## src/rtl/alu_ctrl_pkg.sv

```systemverilog
// alu_ctrl_pkg: shared types and constants for the ALU byte-serial controller.
//   state_t        controller FSM states
//   OP_ADD..OP_NOR opcode byte values understood by the ALU
//   OP_MIN/OP_MAX  inclusive bounds of the valid opcode range
//   op_valid()     opcode range check
package alu_ctrl_pkg;

  typedef enum logic [2:0] {
    WAIT_A  = 3'd0,
    WAIT_B  = 3'd1,
    WAIT_OP = 3'd2,
    EXEC    = 3'd3,
    WAIT_TX = 3'd4
  } state_t;

  localparam logic [7:0] OP_ADD = 8'h20;
  localparam logic [7:0] OP_SRL = 8'h21;
  localparam logic [7:0] OP_SUB = 8'h22;
  localparam logic [7:0] OP_SRA = 8'h23;
  localparam logic [7:0] OP_AND = 8'h24;
  localparam logic [7:0] OP_OR  = 8'h25;
  localparam logic [7:0] OP_XOR = 8'h26;
  localparam logic [7:0] OP_NOR = 8'h27;

  localparam logic [7:0] OP_MIN = OP_ADD;
  localparam logic [7:0] OP_MAX = OP_NOR;

  function automatic logic op_valid(input logic [7:0] op);
    return (op >= OP_MIN) && (op <= OP_MAX);
  endfunction

endpackage

```

## src/rtl/alu_ctrl_timer.sv

```systemverilog
// alu_ctrl_timer: loadable down-counter for the inter-byte timeout.
// Only instantiated when ALU_CTRL_TIMEOUT_EN is defined.
// Ports:
//   clk, rst_n  clock, async active-low reset (counter resets to LOAD_VAL)
//   load        reload LOAD_VAL (has priority over en)
//   en          decrement by one, saturating at zero
//   tc          terminal count: counter is zero
module alu_ctrl_timer #(
  parameter int W = 4,
  parameter logic [W-1:0] LOAD_VAL = '1
) (
  input  logic clk,
  input  logic rst_n,
  input  logic load,
  input  logic en,
  output logic tc
);

  logic [W-1:0] cnt;

  always_ff @(posedge clk or negedge rst_n) begin
    if (!rst_n)          cnt <= LOAD_VAL;
    else if (load)       cnt <= LOAD_VAL;
    else if (en && !tc)  cnt <= cnt - 1'b1;
  end

  assign tc = (cnt == '0);

endmodule

```

## src/rtl/alu_uart_ctrl.sv

```systemverilog
// alu_uart_ctrl: byte-serial sequencer between UART rx/tx and the 8-bit ALU.
// Collects operand A, operand B and opcode bytes, drives them as registered
// ALU inputs, latches the combinational result one cycle later and starts a
// UART transmission, then waits for tx_done before taking a new frame.
// Optional macro ALU_CTRL_TIMEOUT_EN adds an inter-byte timeout of
// TIMEOUT_CYCLES clocks while a frame is partially received.
// Ports:
//   clk, rst_n        clock, async active-low reset
//   rx_data/rx_done   received byte and its one-cycle strobe
//   alu_z             ALU result (combinational from alu_a/alu_b/alu_op)
//   tx_done           transmitter finished strobe
//   alu_a/b/op        registered ALU inputs
//   tx_data/tx_start  result byte and one-cycle start strobe
//   frame_err         one-cycle strobe: bad opcode or timeout
//   overrun           one-cycle strobe: byte dropped while busy
module alu_uart_ctrl
  import alu_ctrl_pkg::*;
#(
  parameter int TIMEOUT_CYCLES = 50_000_000
) (
  input  logic       clk,
  input  logic       rst_n,
  input  logic [7:0] rx_data,
  input  logic       rx_done,
  input  logic [7:0] alu_z,
  input  logic       tx_done,
  output logic [7:0] alu_a,
  output logic [7:0] alu_b,
  output logic [7:0] alu_op,
  output logic [7:0] tx_data,
  output logic       tx_start,
  output logic       frame_err,
  output logic       overrun
);

  state_t state, state_nx;
  logic   timeout;
  logic   cap_a, cap_b, cap_op, start_d, ferr_d, ovr_d;

`ifdef ALU_CTRL_TIMEOUT_EN
  localparam int TW = (TIMEOUT_CYCLES > 2) ? $clog2(TIMEOUT_CYCLES) : 1;
  localparam logic [TW-1:0] TLOAD = TW'(TIMEOUT_CYCLES - 1);

  logic tmr_en, tmr_load, tmr_tc;

  // Counter is held at its load value outside a partial frame, so the
  // first WAIT_B cycle already starts the full TIMEOUT_CYCLES window.
  assign tmr_en   = (state == WAIT_B) || (state == WAIT_OP);
  assign tmr_load = !tmr_en || rx_done;
  // A byte arriving on the terminal-count cycle wins over the timeout.
  assign timeout  = tmr_en && tmr_tc && !rx_done;

  alu_ctrl_timer #(.W(TW), .LOAD_VAL(TLOAD)) u_timer (
    .clk   (clk),
    .rst_n (rst_n),
    .load  (tmr_load),
    .en    (tmr_en),
    .tc    (tmr_tc)
  );
`else
  logic unused_timeout_cfg;
  assign unused_timeout_cfg = |TIMEOUT_CYCLES;
  assign timeout = 1'b0;
`endif

  // State register
  always_ff @(posedge clk or negedge rst_n) begin
    if (!rst_n) state <= WAIT_A;
    else        state <= state_nx;
  end

  // Next-state logic
  always_comb begin
    state_nx = state;
    case (state)
      WAIT_A:  if (rx_done) state_nx = WAIT_B;
      WAIT_B:  if (rx_done) state_nx = WAIT_OP;
               else if (timeout) state_nx = WAIT_A;
      WAIT_OP: if (rx_done) state_nx = op_valid(rx_data) ? EXEC : WAIT_A;
               else if (timeout) state_nx = WAIT_A;
      EXEC:    state_nx = WAIT_TX;
      WAIT_TX: if (tx_done) state_nx = WAIT_A;
      default: state_nx = WAIT_A;
    endcase
  end

  // Output decode: capture enables and next values of the strobes
  always_comb begin
    cap_a   = (state == WAIT_A)  && rx_done;
    cap_b   = (state == WAIT_B)  && rx_done;
    cap_op  = (state == WAIT_OP) && rx_done && op_valid(rx_data);
    start_d = (state == EXEC);
    ferr_d  = ((state == WAIT_OP) && rx_done && !op_valid(rx_data)) || timeout;
    ovr_d   = rx_done && ((state == EXEC) || (state == WAIT_TX));
  end

  // Output registers
  always_ff @(posedge clk or negedge rst_n) begin
    if (!rst_n) begin
      alu_a     <= '0;
      alu_b     <= '0;
      alu_op    <= '0;
      tx_data   <= '0;
      tx_start  <= 1'b0;
      frame_err <= 1'b0;
      overrun   <= 1'b0;
    end else begin
      if (cap_a)   alu_a   <= rx_data;
      if (cap_b)   alu_b   <= rx_data;
      if (cap_op)  alu_op  <= rx_data;
      if (start_d) tx_data <= alu_z;
      tx_start  <= start_d;
      frame_err <= ferr_d;
      overrun   <= ovr_d;
    end
  end

endmodule
```

## config.mk

```make
export PLATFORM = sky130hd
export DESIGN_NAME = alu_uart_ctrl
export DESIGN_NICKNAME = d
export VERILOG_FILES = /design/src/rtl/alu_ctrl_pkg.sv /design/src/rtl/alu_ctrl_timer.sv /design/src/rtl/alu_uart_ctrl.sv
export SDC_FILE = /design/constraint.sdc
export NUM_CORES = 1
export LEC_CHECK = 0
export CAP_MARGIN = 20
export CORE_ASPECT_RATIO = 0.6
export CORE_MARGIN = 10
export CORE_UTILIZATION = 30
export DETAILED_ROUTE_END_ITERATION = 10
export PLACE_DENSITY = 0.67
export REMOVE_ABC_BUFFERS = 1
export SYNTH_ARGS = -nofsm -noshare
export SYNTH_HDL_FRONTEND = slang
export SYNTH_SLANG_ARGS = --single-unit
```

## constraint.sdc

```tcl
create_clock -name clk -period 1.6 [get_ports clk]
set_input_delay 0.4 -clock clk [delete_from_list [all_inputs] [get_ports clk]]
set_output_delay 0.4 -clock clk [all_outputs]
set_load 0.005 [all_outputs]
```

Word-level counts from Yosys, hierarchy flattened --
Cells that the tools add are included.
Cells by class: reduce and logical (&&, ||, !) cells 11, shift operators 0, $lt $le $gt $ge 2, divide/modulo/power cells 0, equal/unequal tests 8, add/subtract/negate cells 0, $mul 0, bitwise logic cells 0, mux-type cells 6
Operator list (number):
- case mux 3 bit (5 select lines) | 1
- two-way mux 3 bit | 4
- >= comparator 8 x 6 -> 1 bit (second input constant) | 1
- <= comparator 8 x 6 -> 1 bit (second input constant) | 1
- != test 2 bit (second input constant) | 4
- logical AND 1 bit | 7
- == test 3 x 2 -> 1 bit (second input constant) | 2
- AND reduction 4 bit | 1
- == test 3 x 1 -> 1 bit (second input constant) | 1
- == test 3 bit (second input constant) | 1
- zero test 3 bit | 1
- two-way mux 2 bit | 1
- zero test 1 bit | 1
- logical OR 1 bit | 1
Word-level totals: register bits after elaboration 38, latch bits 0, output and inout bits 35, memory bits (read-only) 0, RAM bits 0, memories 0

Longest topological paths before layout --
word-level depth 5, gate-level depth with buffers 3

Worst setup path after synthesis --
OpenSTA, ideal clock, no wires.
kind input port to flip-flop, start input rx_data[7], end register alu_op[0], arrival time 1.664 ns, library setup time 0.125 ns, slack -0.189 ns, stages on the path 3, path through or4b_4 > nor4_4 > mux2_2
Between the ends: word-level cells in the longest chain between the ends 3, elaborated cells between the ends (all ways) 4, classes of those cells 2 x order compare; 2 x reduce/logical
RTL lines:
- from (decl) | RTL line alu_uart_ctrl.sv:23 | input logic [7:0] rx_data,
- >= comparator 8 x 6 -> 1 bit or <= comparator 8 x 6 -> 1 bit (tied branches) | RTL line alu_ctrl_pkg.sv:29 | return (op >= OP_MIN) && (op <= OP_MAX);
- logical AND 1 bit * | RTL line alu_ctrl_pkg.sv:29
- logical AND 1 bit * | RTL line alu_uart_ctrl.sv:91 | cap_op = (state == WAIT_OP) && rx_done && op_valid(rx_data);
- to (signal assigned) | RTL line alu_uart_ctrl.sv:110 | if (cap_op) alu_op <= rx_data;
- to (decl) | RTL line alu_uart_ctrl.sv:29 | output logic [7:0] alu_op,
Mark *: on every way between the ends. The rest lies on a longest branch, timed or not. A chain may end at the register's enable or synchronous reset.

Worst setup path in the final report --
start input rx_data[4], end register alu_op[6]
The elaborated chain is that of the path after synthesis.

==> summary.txt <==
Timing
  • Setup ws final: -0.00524 ns
  • Relative slew slack: 0.716
  • Max Slew Vio Count: 0
  • Post-route clock period utilization: 1.00
  • Unrepaired setup endpoints after global routing: yes
  • Max Clk Rate: 623 MHz
  • Tmin final: 1.61 ns
  • Clock Skew: 0.00341 ns
  • Final hold vios: 0
  • Worst hold slack: 0.0441 ns
  • Worst slew pin tran: 0.427 ns
  • Final setup fails: 3

Pwr
  • Leak pwr: 1.19 nW
  • Total Power: 3.93 mW
  • P_sw: 1.05 mW
  • Peak supply drop: 0.000662 V
  • Internal Pwr Total: 2.87 mW
  • Clock power frac: 0.200
  • Power Density: 1680 nW/um^2
  • Switching portion of total power: 0.268
  • Seq pwr share: 0.392
  • Comb power frac: 0.408

Cells and area
  • Register area: 951 um^2
  • Layout cells sized above 1: 0.402
  • P&R area growth vs syn: 60.8%
  • Fin util: 0.504
  • Multi-input logic area: 494 um^2
  • Fillers: 400
  • NumNets Final: 188
  • N_diodes: 0

Critical path
  • CP Launch Type: primary input
  • CP max stage cell: or4b_4
  • Crit path max fanout: 5
  • Worst path bufs/invs: 2
  • FF-to-FF End: alu_op[6]
  • Critical path type: primary input to flop
  • Worst R2R Start: state[1]
  • CP required: 1.77 ns
  • Data arrival, critical path: 1.78 ns
  • Worst R2R Path Depth: 4
  • Crit-path max cell delay: 0.55 ns
  • Critical path, cell by cell: buf_6, or4b_4, nor4_4, buf_4, and2b_2
  • Worst R2R Setup Slack: 0.06 ns
  • Largest delay share family, worst path: simple AND/OR/NAND/NOR gates
  • Nature of the critical path endpoint: flop

Global route
  • GRT Util Overall: 0.102
  • Gr busiest metal: met2
  • Met2 usage: 0.168
  • First-pass GRT wire length: 6330 um
  • GRT overflow: 0
  • GR Util met3: 0.0376
  • Number of global-route vias before repair: 1153
  • M1 GR Usage: 0.121
  • Largest net degree at the start of global routing: 22
  • Initial antenna violation count: 0

Floorplan
  • Core box area: 4640 um^2
  • # rows: 19
  • I/O pin cnt: 55
  • Total Die Area: 8120 um^2
  • Die Width: 110 um
  • Initial Util: 0.313
  • Die Span Y: 73.9 um

Logic synthesis
  • Top-count cell post-synth: dfrtp_1
  • Post-synth top cells: 38 x dfrtp_1, 27 x mux2_2, 4 x and2b_2
  • Seq cells post-synth: 38
  • Top cells by area, synth: dfrtp_1 65%, mux2_2 21%, and2b_2 2.4%, nor4_4 1.5%, nor3_2 1.4%
  • Mapped Area: 1450 um^2
  • Post-Synthesis Cells: 91
  • Async SR Flop Fraction: 1.00
  • Register area share after synthesis: 0.655
  • Yosys top cell by area: dfrtp_1
  • Post-synth EDFFs: 0
  • Warnings from Yosys: 0
  • Avg Cell Area, Syn: 16.0 um^2
  • Share of the synthesized area in the top cell type: 0.655
  • Ys flop type: dfrtp_1
  • Cell variety after synth: 20

Hold path
  • Worst min-delay path class: primary input to asynchronous set/reset pin

Place
  • Port Buffer Count: 54
  • Detailed Place HPWL: 3210 um
  • RD Place Congestion: 0.836

Run status
  • Status: complete, but fails checks
  • Failing checks: negative setup slack

Detailed routing
  • Via count: 1009
  • ANT nets after route: 0
  • Drt first pass iters: 3
  • Via/cell ratio: 4.35
  • DR WL/cell: 16.7 um
  • Residual DRC count: 0
  • Routed wire length: 3880 um
  • Starting DRT DRC Count: 13

Clock tree
  • TritonCTS clock tree: built
  • Post-CTS Hold Buffers: 0
  • Clock root cell: clkbuf_8
  • Clock Latency Late Sink: 0.28 ns
  • CTS H-tree lvls: 2
  • Clk buf depth: 2
  • Worst-path clk slew: 0.07 ns
  • Clock Sink Count: 38
  • Num CTS Buffers: 5

Job
  • Max Cap Viol: 0
[stage by stage]
stage / setup WS (ns) / area, um^2 / instances / setup TNS (ns)
global route: -0.0568 / 2340 / 232 / -0.288
global placement: -0.640 / 2200 / 223 / -10.93
detailed placement: -0.687 / 2200 / 223 / -11.36
finish: -0.00524 / 2340 / 232 / -0.0123
CTS: 0.00668 / 2290 / 231 / 0
floorplan: -0.189 / 1450 / 90 / -0.839
[layer usage]
layer | vias to the layer above | part of all wire
li1 | 473 | -
met1 | 512 | 0.43
met2 | 22 | 0.49
met3 | 2 | 0.064
met4 | 0 | 0.0093
met5 | - | 0
[cell families after synthesis]
family / synth area share
xor gates and xnor gates: 0.00603
and+or+nand+nor: 0.0999
DFF: 0.655
muxes: 0.209
AOI/OAI and AO/OA: 0.0250
buffers and inverters: 0.00516
[state kept, by name, summed over array words and instances, names as in the netlist]
register and cells:
alu_a 8, alu_op 8, tx_start 1, state 3
overrun 1, frame_err 1, alu_b 8, tx_data 8
[final cells by class]
cell class                 instances  area share
clock inverter                     3      0.0171
clock buffer                       5      0.0295
timing repair buffer              71       0.299
sequential                        38       0.407
tap                               63      0.0337
multi-input combinational         51       0.212
inverter                           1     0.00161
[power groups by stage]
| stage | clock [mW] | sequential [mW] | combinational, mW |
|---|---|---|---|
| floorplan | 0 | 1.59 | 0.547 |
| global placement | 0 | 1.54 | 1.65 |
| detailed placement | 0 | 1.57 | 1.68 |
| CTS | 0.818 | 1.56 | 1.68 |
| global route | 0.868 | 1.59 | 1.73 |
| finish | 0.787 | 1.54 | 1.60 |
[how the worst max path moves through the flow]
stage,cells past startpoint,end,slack (ns),startpoint
after floorplan,3,alu_op[0],-0.19,rx_data[7]
after global placement,5,alu_op[6],-0.64,rx_data[7]
after detailed placement,5,alu_op[6],-0.69,rx_data[7]
after CTS,1,alu_b[2],0.007,alu_b[2]
after global routing,5,alu_op[3],-0.06,rx_data[4]
final,5,alu_op[6],-0.005,rx_data[4]
[worst reg2reg max path: stages (launching register included)]
cell and delay [ns]:
dfrtp_1 0.46, nand2b_1 0.18, nor4_4 0.39, buf_4 0.19
and2b_2 0.21
[cells in the final DEF (no fill, tap or decap), types with 2 or more instances in the layout]
master / Yosys / layout
nor3_2: 2 / 2
clkdlybuf4s50_1: 0 / 35
buf_6: 0 / 2
buf_2: 0 / 2
dfrtp_1: 38 / 38
o21ai_0: 2 / 2
and2b_2: 4 / 4
clkbuf_8: 0 / 5
dlymetal6s2s_1: 0 / 13
buf_4: 0 / 16
nor2_1: 3 / 3
nand2b_1: 2 / 2
clkinv_2: 0 / 2
mux2_2: 27 / 27
[timing repair]
item	CTS	global route
gates cloned	0	0
setup endpoints to repair	23	21
buffers inserted	0	1
resized for setup	14	17
pin swaps	2	2
Power figures use the tool's default switching activity.
